--- src/rtl/shift_pkg.sv ---
// Shared types and constants for the shift_norm normalizer.
package shift_pkg;

  localparam int SN_WIDTH = 32;
  localparam int SN_CNT_W = 6;
  localparam logic [5:0] SN_ZERO_CNT = 6'd32;
  localparam logic [2:0] SN_FIRST_STEP = 3'd4;

  typedef enum logic [1:0] {
    IDLE  = 2'd0,
    SHIFT = 2'd1,
    DONE  = 2'd2
  } state_t;

endpackage

--- src/rtl/norm_step.sv ---
// One binary-search step of the normalizer: test the top 2^step bits and shift.
// Signed (redundant-sign) testing is built only with SHIFT_NORM_SIGNED_EN.
module norm_step
  import shift_pkg::*;
(
  input  logic [SN_WIDTH-1:0] word,
  input  logic [2:0]          step,
  input  logic                signed_mode,
  output logic [SN_WIDTH-1:0] next_word,
  output logic [SN_CNT_W-1:0] inc
);

  logic [SN_CNT_W-1:0] n;
  logic                zero_top;
  logic                hit;

  assign n        = 6'd1 << step;
  assign zero_top = ((word >> (6'd32 - n)) == {SN_WIDTH{1'b0}});

`ifdef SHIFT_NORM_SIGNED_EN
  logic [SN_WIDTH-1:0] sra;
  logic                sign_top;

  // Arithmetic shift leaves only the top n+1 bits, sign-extended: all-equal means 0 or all ones.
  assign sra      = $signed(word) >>> (6'd31 - n);
  assign sign_top = (sra == {SN_WIDTH{1'b0}}) || (sra == {SN_WIDTH{1'b1}});
  assign hit      = signed_mode ? sign_top : zero_top;
`else
  logic unused_mode;
  assign unused_mode = signed_mode;
  assign hit         = zero_top;
`endif

  assign next_word = hit ? (word << n) : word;
  assign inc       = hit ? n : {SN_CNT_W{1'b0}};

endmodule

--- src/rtl/shift_norm.sv ---
// Sequential leading-zero / redundant-sign normalizer, one search step per cycle.
// SHIFT_NORM_SIGNED_EN enables signed (redundant-sign) counting via the SIGNED input.
module shift_norm
  import shift_pkg::*;
#(
  parameter int WIDTH = SN_WIDTH,
  parameter int CNT_W = SN_CNT_W
) (
  input  logic             clock,
  input  logic             reset,
  input  logic             IN_VALID,
  output logic             IN_READY,
  input  logic [WIDTH-1:0] X,
  input  logic             SIGNED,
  output logic             OUT_VALID,
  input  logic             OUT_READY,
  output logic [WIDTH-1:0] Z,
  output logic [CNT_W-1:0] CNT,
  output logic             ZERO
);

  state_t             state_r;
  state_t             state_n;
  logic               in_ready_s;
  logic               accept_s;
  logic               mode_in_s;
  logic [WIDTH-1:0]   work_r;
  logic [CNT_W-1:0]   acc_r;
  logic [2:0]         k_r;
  logic               signed_r;
  logic               zero_r;
  logic [WIDTH-1:0]   z_r;
  logic [CNT_W-1:0]   cnt_r;
  logic               zero_out_r;
  logic [WIDTH-1:0]   step_word_s;
  logic [CNT_W-1:0]   step_inc_s;
  logic [CNT_W-1:0]   final_cnt_s;

`ifdef SHIFT_NORM_SIGNED_EN
  assign mode_in_s = SIGNED;
`else
  logic unused_signed;
  assign unused_signed = SIGNED;
  assign mode_in_s     = 1'b0;
`endif

  norm_step u_step (
    .word        (work_r),
    .step        (k_r),
    .signed_mode (signed_r),
    .next_word   (step_word_s),
    .inc         (step_inc_s)
  );

  // State register
  always_ff @(posedge clock or negedge reset) begin
    if (!reset) begin
      state_r <= IDLE;
    end else begin
      state_r <= state_n;
    end
  end

  // Next-state and ready decode; DONE only frees the input when the result retires
  always_comb begin
    state_n    = state_r;
    in_ready_s = 1'b0;
    case (state_r)
      IDLE: begin
        in_ready_s = 1'b1;
        if (IN_VALID) state_n = SHIFT;
        else          state_n = IDLE;
      end
      SHIFT: begin
        if (k_r == 3'd0) state_n = DONE;
        else             state_n = SHIFT;
      end
      DONE: begin
        in_ready_s = OUT_READY;
        if (OUT_READY) state_n = IN_VALID ? SHIFT : IDLE;
        else           state_n = DONE;
      end
      default: begin
        state_n = IDLE;
      end
    endcase
  end

  assign accept_s    = IN_VALID & in_ready_s;
  assign final_cnt_s = (!signed_r && zero_r) ? SN_ZERO_CNT : (acc_r + step_inc_s);

  // Working datapath and result registers; results load only on the last search step
  always_ff @(posedge clock or negedge reset) begin
    if (!reset) begin
      work_r     <= {WIDTH{1'b0}};
      acc_r      <= {CNT_W{1'b0}};
      k_r        <= SN_FIRST_STEP;
      signed_r   <= 1'b0;
      zero_r     <= 1'b0;
      z_r        <= {WIDTH{1'b0}};
      cnt_r      <= {CNT_W{1'b0}};
      zero_out_r <= 1'b0;
    end else if (accept_s) begin
      work_r   <= X;
      acc_r    <= {CNT_W{1'b0}};
      k_r      <= SN_FIRST_STEP;
      signed_r <= mode_in_s;
      zero_r   <= (X == {WIDTH{1'b0}});
    end else if (state_r == SHIFT) begin
      work_r <= step_word_s;
      acc_r  <= acc_r + step_inc_s;
      if (k_r == 3'd0) begin
        k_r        <= SN_FIRST_STEP;
        z_r        <= step_word_s;
        cnt_r      <= final_cnt_s;
        zero_out_r <= zero_r;
      end else begin
        k_r <= k_r - 3'd1;
      end
    end else begin
      work_r <= work_r;
    end
  end

  assign IN_READY  = in_ready_s;
  assign OUT_VALID = (state_r == DONE);
  assign Z         = z_r;
  assign CNT       = cnt_r;
  assign ZERO      = zero_out_r;

endmodule

--- config.mk ---
export PLATFORM = sky130hd
export DESIGN_NAME = shift_norm
export DESIGN_NICKNAME = d
export VERILOG_FILES = /design/src/rtl/shift_pkg.sv /design/src/rtl/norm_step.sv /design/src/rtl/shift_norm.sv
export SDC_FILE = /design/constraint.sdc
export NUM_CORES = 1
export LEC_CHECK = 0
export BUFFER_PORTS_ARGS = -buffer_cell sky130_fd_sc_hd__buf_2
export CORE_ASPECT_RATIO = 1.5
export CORE_MARGIN = 1.5
export CORE_UTILIZATION = 40
export DETAILED_ROUTE_END_ITERATION = 8
export GPL_ROUTABILITY_DRIVEN = 0
export PLACE_DENSITY = 0.61
export SLEW_MARGIN = 20
export SYNTH_ARGS = -nofsm -noshare
export SYNTH_HDL_FRONTEND = slang
export SYNTH_SLANG_ARGS = --single-unit
--- constraint.sdc ---
create_clock -name clock -period 8 [get_ports clock]
set_input_delay 1.2 -clock clock [delete_from_list [all_inputs] [get_ports clock]]
set_output_delay 1.2 -clock clock [all_outputs]
set_load 0.02 [all_outputs]
* Word level (Yosys, flattened, before mapping)
Cells that the tools add are included.
** Operators by class
- $add $sub $neg :: 3
- Eq/ne operators :: 2
- Shift-type cells :: 3
- Multiplexer cells :: 15
- Bitwise gates (word level) :: 2
- Reduce and logical (&&, ||, !) cells :: 6
** Operator list (number)
- 32-bit two-way mux :: 3
- 32-bit logical NOT :: 2
- 32-bit by 6-bit << shifter with 32-bit output :: 1
- 32-bit by 6-bit >> shifter with 32-bit output :: 1
- 6-bit two-way mux :: 4
- 3-bit two-way mux :: 3
- 6-bit adder :: 1
- 2-bit case mux with 3 select lines :: 1
- 1-bit by 3-bit << shifter with 6-bit output (first input constant) :: 1
- 6-bit subtractor (first input constant) :: 1
- 2-bit two-way mux :: 2
- 3-bit logical NOT :: 1
- 3-bit AND reduction :: 1
- 3-bit by 1-bit subtractor with 3-bit output (second input constant) :: 1
- 2-bit by 1-bit == test with 1-bit output (second input constant) :: 1
- 2-bit == test (second input constant) :: 1
- 2-bit logical NOT :: 1
- 1-bit case mux with 2 select lines :: 1
- 2-bit nonzero test :: 1
- 1-bit AND :: 1
- 1-bit two-way mux :: 1
- 1-bit inverter :: 1
** Storage, ports and cells
- Register bits :: 83
- Bits of input ports :: 37
- Output and inout bits :: 41
- Word-level logic and storage cells :: 39

* Longest topological paths before layout
- Depth in word-level cells :: 8
- Gate-level depth with buffers :: 24
- Gate-level depth less buffers :: 18

* Modules after synthesis
From an unflattened synthesis, not the netlist that was laid out.
** Second synthesis, totals
- Cells, all modules :: 743
- Area total of the unflattened synthesis :: 6018.3 µm²
** Modules (own cells, without submodules)
- shift_norm :: times used 1, cells an instance 381, area an instance 3595.9 µm², seq. area each 2078.2 µm²
- norm_step :: times used 1, cells an instance 362, area an instance 2422.3 µm², seq. area each 0.0 µm²

* Worst setup path before layout
Ideal clock, no wire load.
- Kind :: reg2reg
- Start :: register k_r[0]
- End :: register acc_r[5]
- Setup time :: 0.136 ns
- Data arrival time :: 5.721 ns
- Data required time :: 7.864 ns
- Path slack :: 2.143 ns
- Cell stages (with the launch flop) :: 25
- Path buffers :: 6
- Period minus slack after synthesis :: 5.857 ns
- Cell sequence :: dfrtp_1 clkbuf_1 buf_1 nor3b_1 clkbuf_1 inv_1 ha_1 clkbuf_1 clkinv_1 mux4_2 a2111o_1 and4_1 o32ai_2 o211ai_1 nor3_4 buf_4 buf_2 and2_1 ha_1 a21oi_1 o21bai_1 a21oi_1 xnor2_1 xnor2_1 o21ai_0
** On the way
- Cells in the longest elaborated chain, start to end :: 8
** Ends and longest elaborated chain
- start: declaration :: line shift_norm.sv:29 : logic [2:0] k_r;
- start signal: assignment :: line shift_norm.sv:118 : k_r <= k_r - 3'd1;
- 1-bit by 3-bit << shifter with 6-bit output * :: line norm_step.sv:17 : assign n = 6'd1 << step;
- 6-bit subtractor :: line norm_step.sv:18 : assign zero_top = ((word >> (6'd32 - n)) == {SN_WIDTH{1'b0}});
- 32-bit by 6-bit >> shifter with 32-bit output :: line norm_step.sv:18
- 32-bit logical NOT :: line norm_step.sv:18
- 6-bit two-way mux * :: line norm_step.sv:35 : assign inc = hit ? n : {SN_CNT_W{1'b0}};
- 6-bit adder * :: line shift_norm.sv:111 : acc_r <= acc_r + step_inc_s;
- 6-bit two-way mux * :: line shift_norm.sv:109 : end else if (state_r == SHIFT) begin
- 6-bit two-way mux * :: line shift_norm.sv:103 : end else if (accept_s) begin
- end signal: assignment :: line shift_norm.sv:96 : acc_r <= {CNT_W{1'b0}};
- end signal: assignment :: line shift_norm.sv:105 : acc_r <= {CNT_W{1'b0}};
- end signal: assignment :: line shift_norm.sv:111
- end: declaration :: line shift_norm.sv:28 : logic [CNT_W-1:0] acc_r;
Every way passes the cells marked *; elsewhere a longest branch is shown, timed or not. The select of a mux whose other input is x is not followed.
A chain may end at the register's enable or synchronous reset.

* Final worst setup path
- Start :: register k_r[1]
- End :: register acc_r[5]
Same word-level chain as after synthesis.

==> impl_metrics.json <==
{
  "rows": 56,
  "grtUsageTotal": 0.274,
  "register_area_um2": 2080,
  "cp_data_required_time_ns": 8.21,
  "crit_family": "compound AO/OA/AOI/OAI gates",
  "path_buf_inv": 4,
  "ys_ff_latch": 83,
  "die_h_um": 158,
  "power_density_nw_per_um2": 502,
  "seqPwrFrac": 0.253,
  "syn_to_final_growth_pct": 11.3,
  "m1WireLength_mm": 8.71,
  "ctsResizeCount": 0,
  "die_x_um": 106,
  "period_share": 0.691,
  "cap_violations": 0,
  "core_um2": 15600,
  "hold_viol": 0,
  "rsz0062_at_grt": "false",
  "skew_ns": 0.0141,
  "clock-sinks": 83,
  "mappedNetlistNets": 815,
  "vdd_drop_max_mv": 0.312,
  "end_kind": "flop",
  "path_max_fanout": 23,
  "drt_drc_violations_left": 0,
  "hold_class": "flop to flop",
  "crit_path_cell_trace": "nor3b_2 > buf_4 > inv_1 > ha_1 > buf_4 > clkinv_1 > mux4_2 > a2111o_1 > and4_1 > o32ai_2 > o211ai_1 > nor4_1 > ha_1 > a21o_1 > a21oi_1 > o21bai_1 > a21oi_1 > xnor2_1 > xnor2_1 > o21ai_0",
  "drv_slew": 0,
  "yosys_warnings": 0,
  "switchingPower_mw": 1.91,
  "synth_edf_count": 0,
  "fillCellCount": 1532,
  "initial_core_util": 0.408,
  "ctsHoldBuffers": 0,
  "yosysSeqAreaShare": 0.326,
  "grt_pass1_wl_mm": 35.3,
  "via_per_inst": 6.55,
  "drtAntennaViolNets": 0,
  "route.met3.wl_mm": 1.74,
  "synth-main-ff-cell": "dfrtp_1",
  "cts_tree": "built",
  "cts_max_level": 3,
  "multi_input_comb_area_um2": 3880,
  "swShare": 0.535,
  "crit_path_top_delay_cell": "nor4_1",
  "cts_root_buffer": "clkbuf_16",
  "diodes": 0,
  "critPathMaxStageDelay_ns": 0.51,
  "die-area_um2": 16700,
  "critPathKind": "flop to flop",
  "netlist_area_um2": 6380,
  "drive_gt1_frac": 0.176,
  "arrival_ns": 5.74,
  "vias": 6580,
  "reg2reg_slack_ns": 2.47,
  "drt_iter0_drc": 834,
  "cts.clk_slew.worst_paths_ns": 0.07,
  "ys_types": 73,
  "max_freq_mhz": 181,
  "gr-total-overflow": 0,
  "fin_nets": 840,
  "tightest_slew_ns": 1.02,
  "io_pins": 78,
  "top_layer": "met4",
  "first_pass_iters": 5,
  "numCtsBuffers": 9,
  "wl_mm": 22.7,
  "wl_met2_mm": 10.8,
  "synth_area_per_cell_um2": 8.28,
  "numPortBuffers": 76,
  "p_clk_frac": 0.122,
  "totalPowerFinal_mw": 3.57,
  "finalSetupTns_ns": 0,
  "synth_cells": 771,
  "leakage_nw": 3.05,
  "async_flop_share": 1.00,
  "grt_max_degree": 63,
  "relSlewSlack": 0.317,
  "combinationalPowerShare": 0.626,
  "cts.path.max_buffers": 2,
  "setup_viol": 0,
  "status": "finished, final reports clean",
  "fin_crit_ns": 5.53,
  "cp.depth": 20,
  "grt_pass1_vias": 6340,
  "wl_per_cell_um": 22.6,
  "p_int_mw": 1.66,
  "startpoint_type": "flop",
  "min_path_cells": 2,
  "antenna_found_initial": 0,
  "post-cts-setup-buffers": 0,
  "dp_hpwl_mm": 15.8,
  "r2r_cells": 20,
  "insertion_delay_ns": 0.35
}
power groups by stage:
| stage | Clock, mW | Combinational [mW] | Sequential [mW] |
|---|---|---|---|
| after global placement | 0 | 2.14 | 0.881 |
| after detailed placement | 0 | 2.17 | 0.891 |
| after floorplan | 0 | 1.64 | 0.809 |
| final | 0.435 | 2.23 | 0.901 |
| after global routing | 0.460 | 2.41 | 0.915 |
| after CTS | 0.440 | 2.19 | 0.887 |
cells in the final DEF (no fill, tap or decap), types with 22 or more instances in the layout:
cell type / instances
nand2_1: 103
dfrtp_1: 80
buf_2: 75
a21oi_1: 62
mux2i_1: 54
nor2_1: 41
o21ai_0: 41
inv_1: 23
a211oi_1: 22
nand3_1: 22
layer usage:
layer / up-vias / global-route usage
met3: 102 / 0.0391
met2: 409 / 0.445
met4: 0 / 0.178
li1: 2921 / -
met5: - / 0
met1: 3148 / 0.339
kinds of logic (layout without fill, tap and decap cells):
kind of cell / after synthesis / after routing / synth area share
compound gates: 251 / 251 / 0.266
mux: 70 / 70 / 0.122
simple gates: 250 / 250 / 0.192
flops: 83 / 83 / 0.326
fa+ha+maj: 7 / 7 / 0.0149
buf+inv: 103 / 133 / 0.0686
xor+xnor: 7 / 7 / 0.0108
metrics by stage:
stage / instance area (um^2) / hold slack [ns] / setup WS (ns) / utilization / cells
finish: 7100 / 0.471 / 2.47 / 0.455 / 1004
global placement: 6810 / 0.457 / 2.69 / 0.436 / 988
global route: 7100 / 0.504 / 2.17 / 0.455 / 1004
CTS: 7100 / 0.478 / 2.56 / 0.455 / 1004
floorplan: 6380 / 0.474 / 2.14 / - / 771
detailed placement: 6810 / 0.462 / 2.63 / 0.436 / 988
sequential cells by signal, summed over array words and instances, names as in the netlist:
signal   cells
Z           32
work_r      32
CNT          6
acc_r        6
k_r          3
state_r      2
ZERO         1
zero_r       1
tightest hold or removal path, stage by stage (launching register included):
cell and delay [ns]:
dfrtp_1 0.34, nand2_1 0.05, nand2_1 0.05
cells in the mapped netlist, types with 4 or more instances:
master,n,area share
nor2_1,42,0.025
and3_1,16,0.016
mux2i_1,54,0.085
a21o_1,9,0.011
a211oi_1,22,0.026
a221o_1,14,0.022
o21ai_1,13,0.010
o221ai_1,14,0.019
o2111ai_1,4,0.0055
nand3_1,22,0.017
ha_1,6,0.012
o211ai_1,15,0.018
mux4_2,5,0.018
buf_1,13,0.0076
o31ai_1,7,0.0082
buf_2,5,0.0039
nand4_1,6,0.0059
nand2_1,104,0.061
o21ai_0,41,0.032
nor4_1,12,0.012
inv_1,23,0.014
buf_4,5,0.0059
clkbuf_1,51,0.030
xnor2_1,6,0.0082
mux2_2,11,0.019
dfrtp_1,82,0.32
a2111oi_0,5,0.0069
nor3_1,11,0.0086
o22ai_1,7,0.0069
and2_1,7,0.0069
a21oi_1,62,0.049
nor2b_1,8,0.0078
cell type report:
| cell class | instances | share of cell area |
|---|---|---|
| multi-input combinational | 585 | 0.546 |
| sequential | 83 | 0.293 |
| timing repair buffer | 91 | 0.0698 |
| tap | 203 | 0.0358 |
| clock buffer | 11 | 0.0342 |
| inverter | 26 | 0.0137 |
| clock inverter | 5 | 0.00758 |
final timing paths:
| kind | start | end |
|---|---|---|
| setup / recovery | k_r[1]$_DFFE_PN0P_ | acc_r[5]$_DFFE_PN0P_ |
| setup reg to reg | k_r[1]$_DFFE_PN0P_ | acc_r[5]$_DFFE_PN0P_ |
| hold / removal | CNT[1]$_DFFE_PN0P_ | CNT[1]$_DFFE_PN0P_ |
| hold reg to reg | CNT[1]$_DFFE_PN0P_ | CNT[1]$_DFFE_PN0P_ |
| max in group asynchronous | reset | k_r[0]$_DFFE_PN0P_ |
| min in group asynchronous | reset | Z[7]$_DFFE_PN0P_ |
Power figures use the tool's default switching activity.
